### config.mk
export PLATFORM = sky130hd
export DESIGN_NAME = greater
export DESIGN_NICKNAME = d
export VERILOG_FILES = /design/src/rtl/greater.sv
export SDC_FILE = /design/constraint.sdc
export NUM_CORES = 1
export LEC_CHECK = 0
export ABC_AREA = 1
export BUFFER_PORTS_ARGS = -buffer_cell sky130_fd_sc_hd__buf_2
export CAP_MARGIN = 20
export CORE_AREA = 2 2 39 41
export DETAILED_ROUTE_END_ITERATION = 8
export DIE_AREA = 0 0 41 43
export REMOVE_ABC_BUFFERS = 1
export SYNTH_ARGS = -nofsm -noshare
export SYNTH_HDL_FRONTEND = slang
export SYNTH_SLANG_ARGS = --single-unit
### constraint.sdc
create_clock -name clk -period 2.4 [get_ports clk]
set_clock_uncertainty 0.1 [all_clocks]
set_input_delay 0.72 -clock clk [delete_from_list [all_inputs] [get_ports clk]]
set_output_delay 0.72 -clock clk [all_outputs]
set_load 0.01 [all_outputs]
### src/rtl/greater.sv
// greater: registered magnitude comparator with configurable width, signedness
// and latency.
//
// Parameters
//   WIDTH   : operand width, 1..64
//   SIGNED  : 0 = unsigned compare, 1 = two's-complement compare
//   LATENCY : register stages from input sample to visible result, 1..4
//
// Ports
//   clk       : clock, rising edge
//   rst       : synchronous active-high reset, clears every stage
//   in_valid  : a/b are valid and accepted this cycle
//   a, b      : operands
//   out       : registered a > b
//   eq        : registered a == b
//   lt        : registered a < b
//   out_valid : one-cycle pulse per accepted pair; out/eq/lt hold otherwise
//
// The compare is an MSB-first tree: a per-bit (gt, eq) vector is reduced
// pairwise, the higher-order element of each pair taking priority. LATENCY-1
// internal registers are spread across the tree levels; registers that do not
// fit between levels are stacked in front of the output register.
module greater #(
  parameter int WIDTH   = 2,
  parameter int SIGNED  = 0,
  parameter int LATENCY = 1
) (
  input  logic             clk,
  input  logic             rst,
  input  logic             in_valid,
  input  logic [WIDTH-1:0] a,
  input  logic [WIDTH-1:0] b,
  output logic             out,
  output logic             eq,
  output logic             lt,
  output logic             out_valid
);

  localparam int LEVELS = (WIDTH > 1) ? $clog2(WIDTH) : 0;
  localparam int INNER  = ((LATENCY - 1) < LEVELS) ? (LATENCY - 1) : LEVELS;
  localparam int EXCESS = LATENCY - 1 - INNER;
  localparam int DIV    = (LEVELS > 0) ? LEVELS : 1;
  // Flipping the sign bit maps two's-complement order onto unsigned order.
  localparam logic [WIDTH-1:0] SIGN_FLIP =
    (SIGNED != 0) ? (WIDTH'(1) << (WIDTH - 1)) : '0;

  // True when a register sits between tree level j and level j+1; spreads
  // INNER registers as evenly as possible over the LEVELS boundaries.
  function automatic bit reg_after(input int j);
    return (((j + 1) * INNER) / DIV) != ((j * INNER) / DIV);
  endfunction

  // One tree level: element j of the result merges elements 2j+1 (higher
  // order, wins) and 2j. An odd leftover passes through; unused slots are 0.
  function automatic logic [2*WIDTH-1:0] reduce_pairs(
    input logic [WIDTH-1:0] gt_in,
    input logic [WIDTH-1:0] eq_in,
    input int               n_in
  );
    logic [WIDTH-1:0] gt_out;
    logic [WIDTH-1:0] eq_out;
    logic [WIDTH:0]   gt_sh;
    logic [WIDTH:0]   eq_sh;
    gt_out = '0;
    eq_out = '0;
    for (int j = 0; j < WIDTH; j++) begin
      gt_sh = {1'b0, gt_in} >> (2 * j);
      eq_sh = {1'b0, eq_in} >> (2 * j);
      if ((2 * j + 1) < n_in) begin
        gt_out[j] = gt_sh[1] | (eq_sh[1] & gt_sh[0]);
        eq_out[j] = eq_sh[1] & eq_sh[0];
      end else if ((2 * j) < n_in) begin
        gt_out[j] = gt_sh[0];
        eq_out[j] = eq_sh[0];
      end else begin
        gt_out[j] = 1'b0;
        eq_out[j] = 1'b0;
      end
    end
    return {gt_out, eq_out};
  endfunction

  logic [WIDTH-1:0] a_m;
  logic [WIDTH-1:0] b_m;
  logic [WIDTH-1:0] comb_gt [LEVELS+1];
  logic [WIDTH-1:0] comb_eq [LEVELS+1];
  logic             comb_v  [LEVELS+1];
  logic [WIDTH-1:0] src_gt  [LEVELS+1];
  logic [WIDTH-1:0] src_eq  [LEVELS+1];
  logic             src_v   [LEVELS+1];

  assign a_m        = a ^ SIGN_FLIP;
  assign b_m        = b ^ SIGN_FLIP;
  assign comb_gt[0] = a_m & ~b_m;
  assign comb_eq[0] = ~(a_m ^ b_m);
  assign comb_v[0]  = in_valid;

  for (genvar k = 0; k <= LEVELS; k++) begin : g_lvl
    if ((k < LEVELS) && reg_after(k)) begin : g_reg
      logic [WIDTH-1:0] st_gt_d, st_gt_q, st_eq_d, st_eq_q;
      logic             st_v_d, st_v_q;

      // Only valid operands enter the stage, so idle inputs never propagate.
      always_comb begin
        st_v_d = comb_v[k];
        if (comb_v[k]) begin
          st_gt_d = comb_gt[k];
          st_eq_d = comb_eq[k];
        end else begin
          st_gt_d = st_gt_q;
          st_eq_d = st_eq_q;
        end
      end

      // Pipeline register between tree levels.
      always_ff @(posedge clk) begin
        if (rst) begin
          st_gt_q <= '0;
          st_eq_q <= '0;
          st_v_q  <= 1'b0;
        end else begin
          st_gt_q <= st_gt_d;
          st_eq_q <= st_eq_d;
          st_v_q  <= st_v_d;
        end
      end

      assign src_gt[k] = st_gt_q;
      assign src_eq[k] = st_eq_q;
      assign src_v[k]  = st_v_q;
    end else begin : g_wire
      assign src_gt[k] = comb_gt[k];
      assign src_eq[k] = comb_eq[k];
      assign src_v[k]  = comb_v[k];
    end

    if (k < LEVELS) begin : g_red
      localparam int N_IN = (WIDTH + (1 << k) - 1) >> k;
      assign {comb_gt[k+1], comb_eq[k+1]} = reduce_pairs(src_gt[k], src_eq[k], N_IN);
      assign comb_v[k+1] = src_v[k];
    end
  end

  // The root is element 0; every higher slot is zero by construction.
  logic tree_gt, tree_eq, tree_v;
  logic fin_gt, fin_eq, fin_v;

  assign tree_gt = |src_gt[LEVELS];
  assign tree_eq = |src_eq[LEVELS];
  assign tree_v  = src_v[LEVELS];

  if (EXCESS > 0) begin : g_tail
    logic [EXCESS-1:0] t_gt_d, t_gt_q, t_eq_d, t_eq_q, t_v_d, t_v_q;

    // Shift chain for the registers that did not fit between tree levels.
    always_comb begin
      t_gt_d[0] = tree_gt;
      t_eq_d[0] = tree_eq;
      t_v_d[0]  = tree_v;
      for (int i = 1; i < EXCESS; i++) begin
        t_gt_d[i] = t_gt_q[i-1];
        t_eq_d[i] = t_eq_q[i-1];
        t_v_d[i]  = t_v_q[i-1];
      end
    end

    // Tail pipeline registers.
    always_ff @(posedge clk) begin
      if (rst) begin
        t_gt_q <= '0;
        t_eq_q <= '0;
        t_v_q  <= '0;
      end else begin
        t_gt_q <= t_gt_d;
        t_eq_q <= t_eq_d;
        t_v_q  <= t_v_d;
      end
    end

    assign fin_gt = t_gt_q[EXCESS-1];
    assign fin_eq = t_eq_q[EXCESS-1];
    assign fin_v  = t_v_q[EXCESS-1];
  end else begin : g_no_tail
    assign fin_gt = tree_gt;
    assign fin_eq = tree_eq;
    assign fin_v  = tree_v;
  end

  logic out_d, out_q, eq_d, eq_q, lt_d, lt_q, out_valid_d, out_valid_q;

  // Results update only for a valid pair; otherwise they hold.
  always_comb begin
    out_valid_d = fin_v;
    if (fin_v) begin
      out_d = fin_gt;
      eq_d  = fin_eq;
      lt_d  = ~fin_gt & ~fin_eq;
    end else begin
      out_d = out_q;
      eq_d  = eq_q;
      lt_d  = lt_q;
    end
  end

  // Output register.
  always_ff @(posedge clk) begin
    if (rst) begin
      out_q       <= 1'b0;
      eq_q        <= 1'b0;
      lt_q        <= 1'b0;
      out_valid_q <= 1'b0;
    end else begin
      out_q       <= out_d;
      eq_q        <= eq_d;
      lt_q        <= lt_d;
      out_valid_q <= out_valid_d;
    end
  end

  assign out       = out_q;
  assign eq        = eq_q;
  assign lt        = lt_q;
  assign out_valid = out_valid_q;

endmodule

# --- Yosys cells after proc, flatten, opt, wreduce, memory -nomap -nowiden ---
# Cells that the tools add are included.
# Widths: inputs -> output; s select.
totals:
  register_bits: 4
  latchBits: 0
  ram_bits: 0
  romBits: 0
  input_bits: 7
  out_inout_bits: 4
  elab_cells: 14
  n_memories: 0
op_classes:
  add_sub_neg: 0
  n_mul: 0
  div: 0
  order_cmp: 0
  n_eq_ne: 0
  n_shift: 0
  muxes: 0
  bitwise: 10
  n_reduce_logical: 0
op_table:
  columns: ["op", "count"]
  rows:
  - ["$not 2->2", 2]
  - ["$and 1x1->1", 3]
  - ["$and 2x2->2", 1]
  - ["$not 1->1", 2]
  - ["$xor 2x2->2", 1]
  - ["$or 1x1->1", 1]

# --- Longest topological paths before layout ---
depth:
  word_depth: 6
  depth_mapped: 7
  depth_no_buf: 7

# --- Worst setup path before layout ---
# Ideal clock, no wire load.
synth_timing:
  kind: "input -> register"
  from: "input port b[1]"
  to: "register out_q (netlist: out)"
  setup_ns: 0.113
  t_arrival_ns: 1.275
  required_ns: 2.187
  slack_ns: 0.912
  cell_stages: 6
  path_buffers: 0
  path_cell_list: "inv_1 > ha_1 > nand2_1 > nand2_2 > o21ai_1 > inv_1"
synth_between:
  elab_chain_len: 4
  elab_cells_between_ends: 6
  cone_classes: "bitwise (6)"
synth_rtl:
  columns: ["item", "line_no", "rtl"]
  rows:
  - ["start, declared", "32", "input logic [WIDTH-1:0] b,"]
  - ["$xor 2x2->2", "95", "assign comb_eq[0] = ~(a_m ^ b_m);"]
  - ["$not 2->2", "95", null]
  - ["$and 1x1->1", "70", "gt_out[j] = gt_sh[1] | (eq_sh[1] & gt_sh[0]);"]
  - ["$or 1x1->1 (*)", "70", null]
  - ["end signal, assigned", "213", "out_q <= out_d;"]
  - ["end, declared", "189", "logic out_d, out_q, eq_d, eq_q, lt_d, lt_q, out_valid_d, out_valid_q;"]
# Mark *: on every way between the ends. The rest lies on a longest branch, timed or not.
# A chain may end at the register's enable or synchronous reset.

# --- Worst setup path after layout ---
layout_timing:
  from: "register eq_q (netlist: eq)"
  to: "output port eq"
layout_lines:
  columns: ["item", "line_no", "rtl"]
  rows:
  - ["start, declared", "189", null]
  - ["start signal, assigned", "214", "eq_q <= eq_d;"]
  - ["end, declared", "34", "output logic eq,"]
# No word-level cell between the ends.

==> summary.md <==
| Metric | Value |
|---|---|
| Status | `complete, no violations` |
| Routed WL per cell | `6.80 microns` |
| Antenna violations before repair | `0` |
| Via count | `192` |
| Hold_ws | `slightly below 0.4 ns` |
| Die width | `41 microns` |
| Critical path class | `register to output pin` |
| Initial Util | `0.136` |
| N_diodes | `0` |
| Die footprint | `between 1500 and 2000 sq um` |
| Max Slew Vio Count | `0` |
| RSZ-0062 raised after global routing | `no` |
| Clock-pin slew on the worst setup and hold paths | `~0.040 ns` |
| Vias in the first global route | `~220` |
| Max_slew headroom | `0.912` |
| Commonest cells after routing, fill and taps aside | `10 x buf_2, 8 x nor2_1, 6 x inv_1, 4 x dfxtp_1` |
| Worst hold path type | `register to register` |
| CP Depth | `1` |
| Worst r2r src | `out$_SDFFE_PP0P_` |
| Cell variety after synth | `8` |
| Fillers | `165` |
| Hold endpoint | `eq$_SDFFE_PP0P_` |
| CP top delay family | `flip-flops` |
| Worst-Margin Slew | `around 0.13 ns` |
| Average size of a mapped cell | `slightly above 7 sq um` |
| Maximum clock frequency | `approximately 0.67 GHz` |
| DP HPWL | `282 microns` |
| Hold Startpoint | `eq$_SDFFE_PP0P_` |
| Remaining Overflow, GRT | `0` |
| First-pass GRT wire length | `approximately 630 microns` |
| H-Tree Depth | `1` |
| Nets | `50` |
| Area growth syn-to-layout | `49.3%` |
| Root Driver | `clkbuf_4` |
| Largest net degree at the start of global routing | `6` |
| Max-cap violation count | `0` |
| Mapped Area | `188 sq um` |
| Ordered list of cells on the worst path | `buf_2` |
| VDD IR max | `96.2 uV` |
| IO Count | `11` |
| Reg2reg path depth | `4` |
| Die Y | `between 40 and 50 microns` |
| Fraction of layout cells with a size suffix above 1 | `0.359` |
| Hold Crit Depth | `2` |
| Vias per Instance | `3.49` |
| CP peak stage delay | `around 0.32 ns` |
| Setup crit end kind | `output pin` |
| Setup TNS | `0 ns` |
| Clock sink count | `4` |
| Top cell type by total area after synthesis | `dfxtp_1` |
| CP Max Fanout | `2` |
| Initial DRC Count | `0` |
| Post_cts resized | `0` |
| GRT Total Usage | `0.0561` |
| Cts hold-fix bufs | `0` |
| Max stage delay cell, worst path | `dfxtp_1` |
| R2R setup slack | `1.64 ns` |
| Mapped Cells | `26` |
| Yosys warns | `0` |
| Synth top area share | `0.427` |
| IO buf count | `10` |
| First-pass detailed-route iteration total | `1` |
| Flip-flop and latch count after synthesis | `4` |
| CTS tree | `built` |
| Placer Congestion | `0.544` |
| Crit path launch type | `register` |
| Period Utilization, post-route | `0.626` |
| Drt drc | `0` |
| Cell Rows | `14` |
| Hold Vio Cnt, Final | `0` |
| Final WL | `between 300 and 400 microns` |
| Static Leak | `0.164 nW` |
| RR Endpoint | `out$_SDFFE_PP0P_` |
| CTS Buffer Depth | `2` |
| Commonest non-fill, non-tap cell in the layout | `buf_2` |
| CP required | `around 1.6 ns` |
| Final min period | `between 1.5 and 2 ns` |
| Postcts setup bufs | `0` |
| Power density over the cells | `between 600 and 700 nW/um^2` |
| Sequential fraction of the synthesis area | `0.427` |
| Clk_lat worst skew | `between 0.2 and 0.25 ns` |
| DRT antenna net count | `0` |
| CP Data Arrival Time | `between 0.6 and 0.7 ns` |
| Core area | `roughly 1400 sq um` |
| TritonCTS buffer count | `3` |
| Ranking of synthesized cells by area | `dfxtp_1 43%, nor2_1 16%, ha_1 13%` |
| Final setup violating endpoints | `0` |
| Buf/Inv on CP | `1` |
==> sequential cells by signal (all words and copies together) (netlist names) <==
signal     flops
out            1
eq             1
lt             1
out_valid      1
==> where the power goes <==
| part | internal (mW) | total [mW] | switching [mW] | leakage (nW) |
|---|---|---|---|---|
| logic | 0.0132 | 0.0285 | 0.0152 | 0.117 |
| clock network | 0.0559 | 0.0820 | 0.0262 | 0.0138 |
| registers | 0.0715 | 0.0732 | 0.00173 | 0.0332 |
| total | 0.141 | 0.184 | 0.0432 | 0.164 |
==> final cells by class <==
| type | instances | area (sq um) | share of cell area |
|---|---|---|---|
| multi-input combinational | 16 | 85.1 | 0.304 |
| inverter | 6 | 22.5 | 0.0804 |
| timing repair buffer | 10 | 50.0 | 0.179 |
| sequential | 4 | 80.1 | 0.286 |
| clock buffer | 3 | 22.5 | 0.0804 |
| tap | 16 | 20.0 | 0.0714 |
==> tightest hold or removal path: stages (launching register included) <==
cell and delay [ns]:
dfxtp_1 0.30, nor2_1 0.08, nor3b_1 0.05
==> synthesized netlist by cell type <==
| cell | number |
|---|---|
| o21ai_1 | 1 |
| inv_1 | 6 |
| nand2_1 | 3 |
| nor2_1 | 8 |
| ha_1 | 2 |
| dfxtp_1 | 4 |
| nand2_2 | 1 |
| nor3b_1 | 1 |
==> per-layer routing <==
layer,vias to the layer above,wire length (microns),GRT usage
met5,-,0,0
met3,0,14,0
met4,0,0,0.0800
met1,85,147,0.0414
met2,4,212,0.0969
li1,103,-,-
==> worst max path at each step <==
stage | endpoint | slack, ns | startpoint
global route | out | 0.86 | out$_SDFFE_PP0P_
detailed placement | lt$_SDFFE_PP0P_ | 0.77 | a[1]
global placement | out$_SDFFE_PP0P_ | 0.78 | a[1]
finish | eq | 0.90 | eq$_SDFFE_PP0P_
floorplan | out$_SDFFE_PP0P_ | 0.91 | b[1]
CTS | eq | 0.89 | eq$_SDFFE_PP0P_
==> cells by family (layout without fill, tap and decap cells) <==
logic type      count (synthesis)  after routing  synth area share
flops                           4              4             0.427
fa+ha+maj                       2              2             0.133
compound gates                  1              1            0.0266
buf+inv                         6             19             0.120
simple gates                   13             13             0.293
==> metrics by stage <==
step | std cells | power [mW] | setup WS [ns] | utilization | cell area [sq um]
after global routing | 55 | 0.197 | 0.859 | 0.203 | 280
after CTS | 55 | 0.188 | 0.891 | 0.203 | 280
final | 55 | 0.184 | 0.898 | 0.203 | 280
after global placement | 52 | 0.102 | 0.776 | 0.186 | 258
after detailed placement | 52 | 0.103 | 0.773 | 0.186 | 258
after floorplan | 26 | 0.0900 | 0.912 | - | 188
Note: power is estimated with default switching activity, not from simulation.
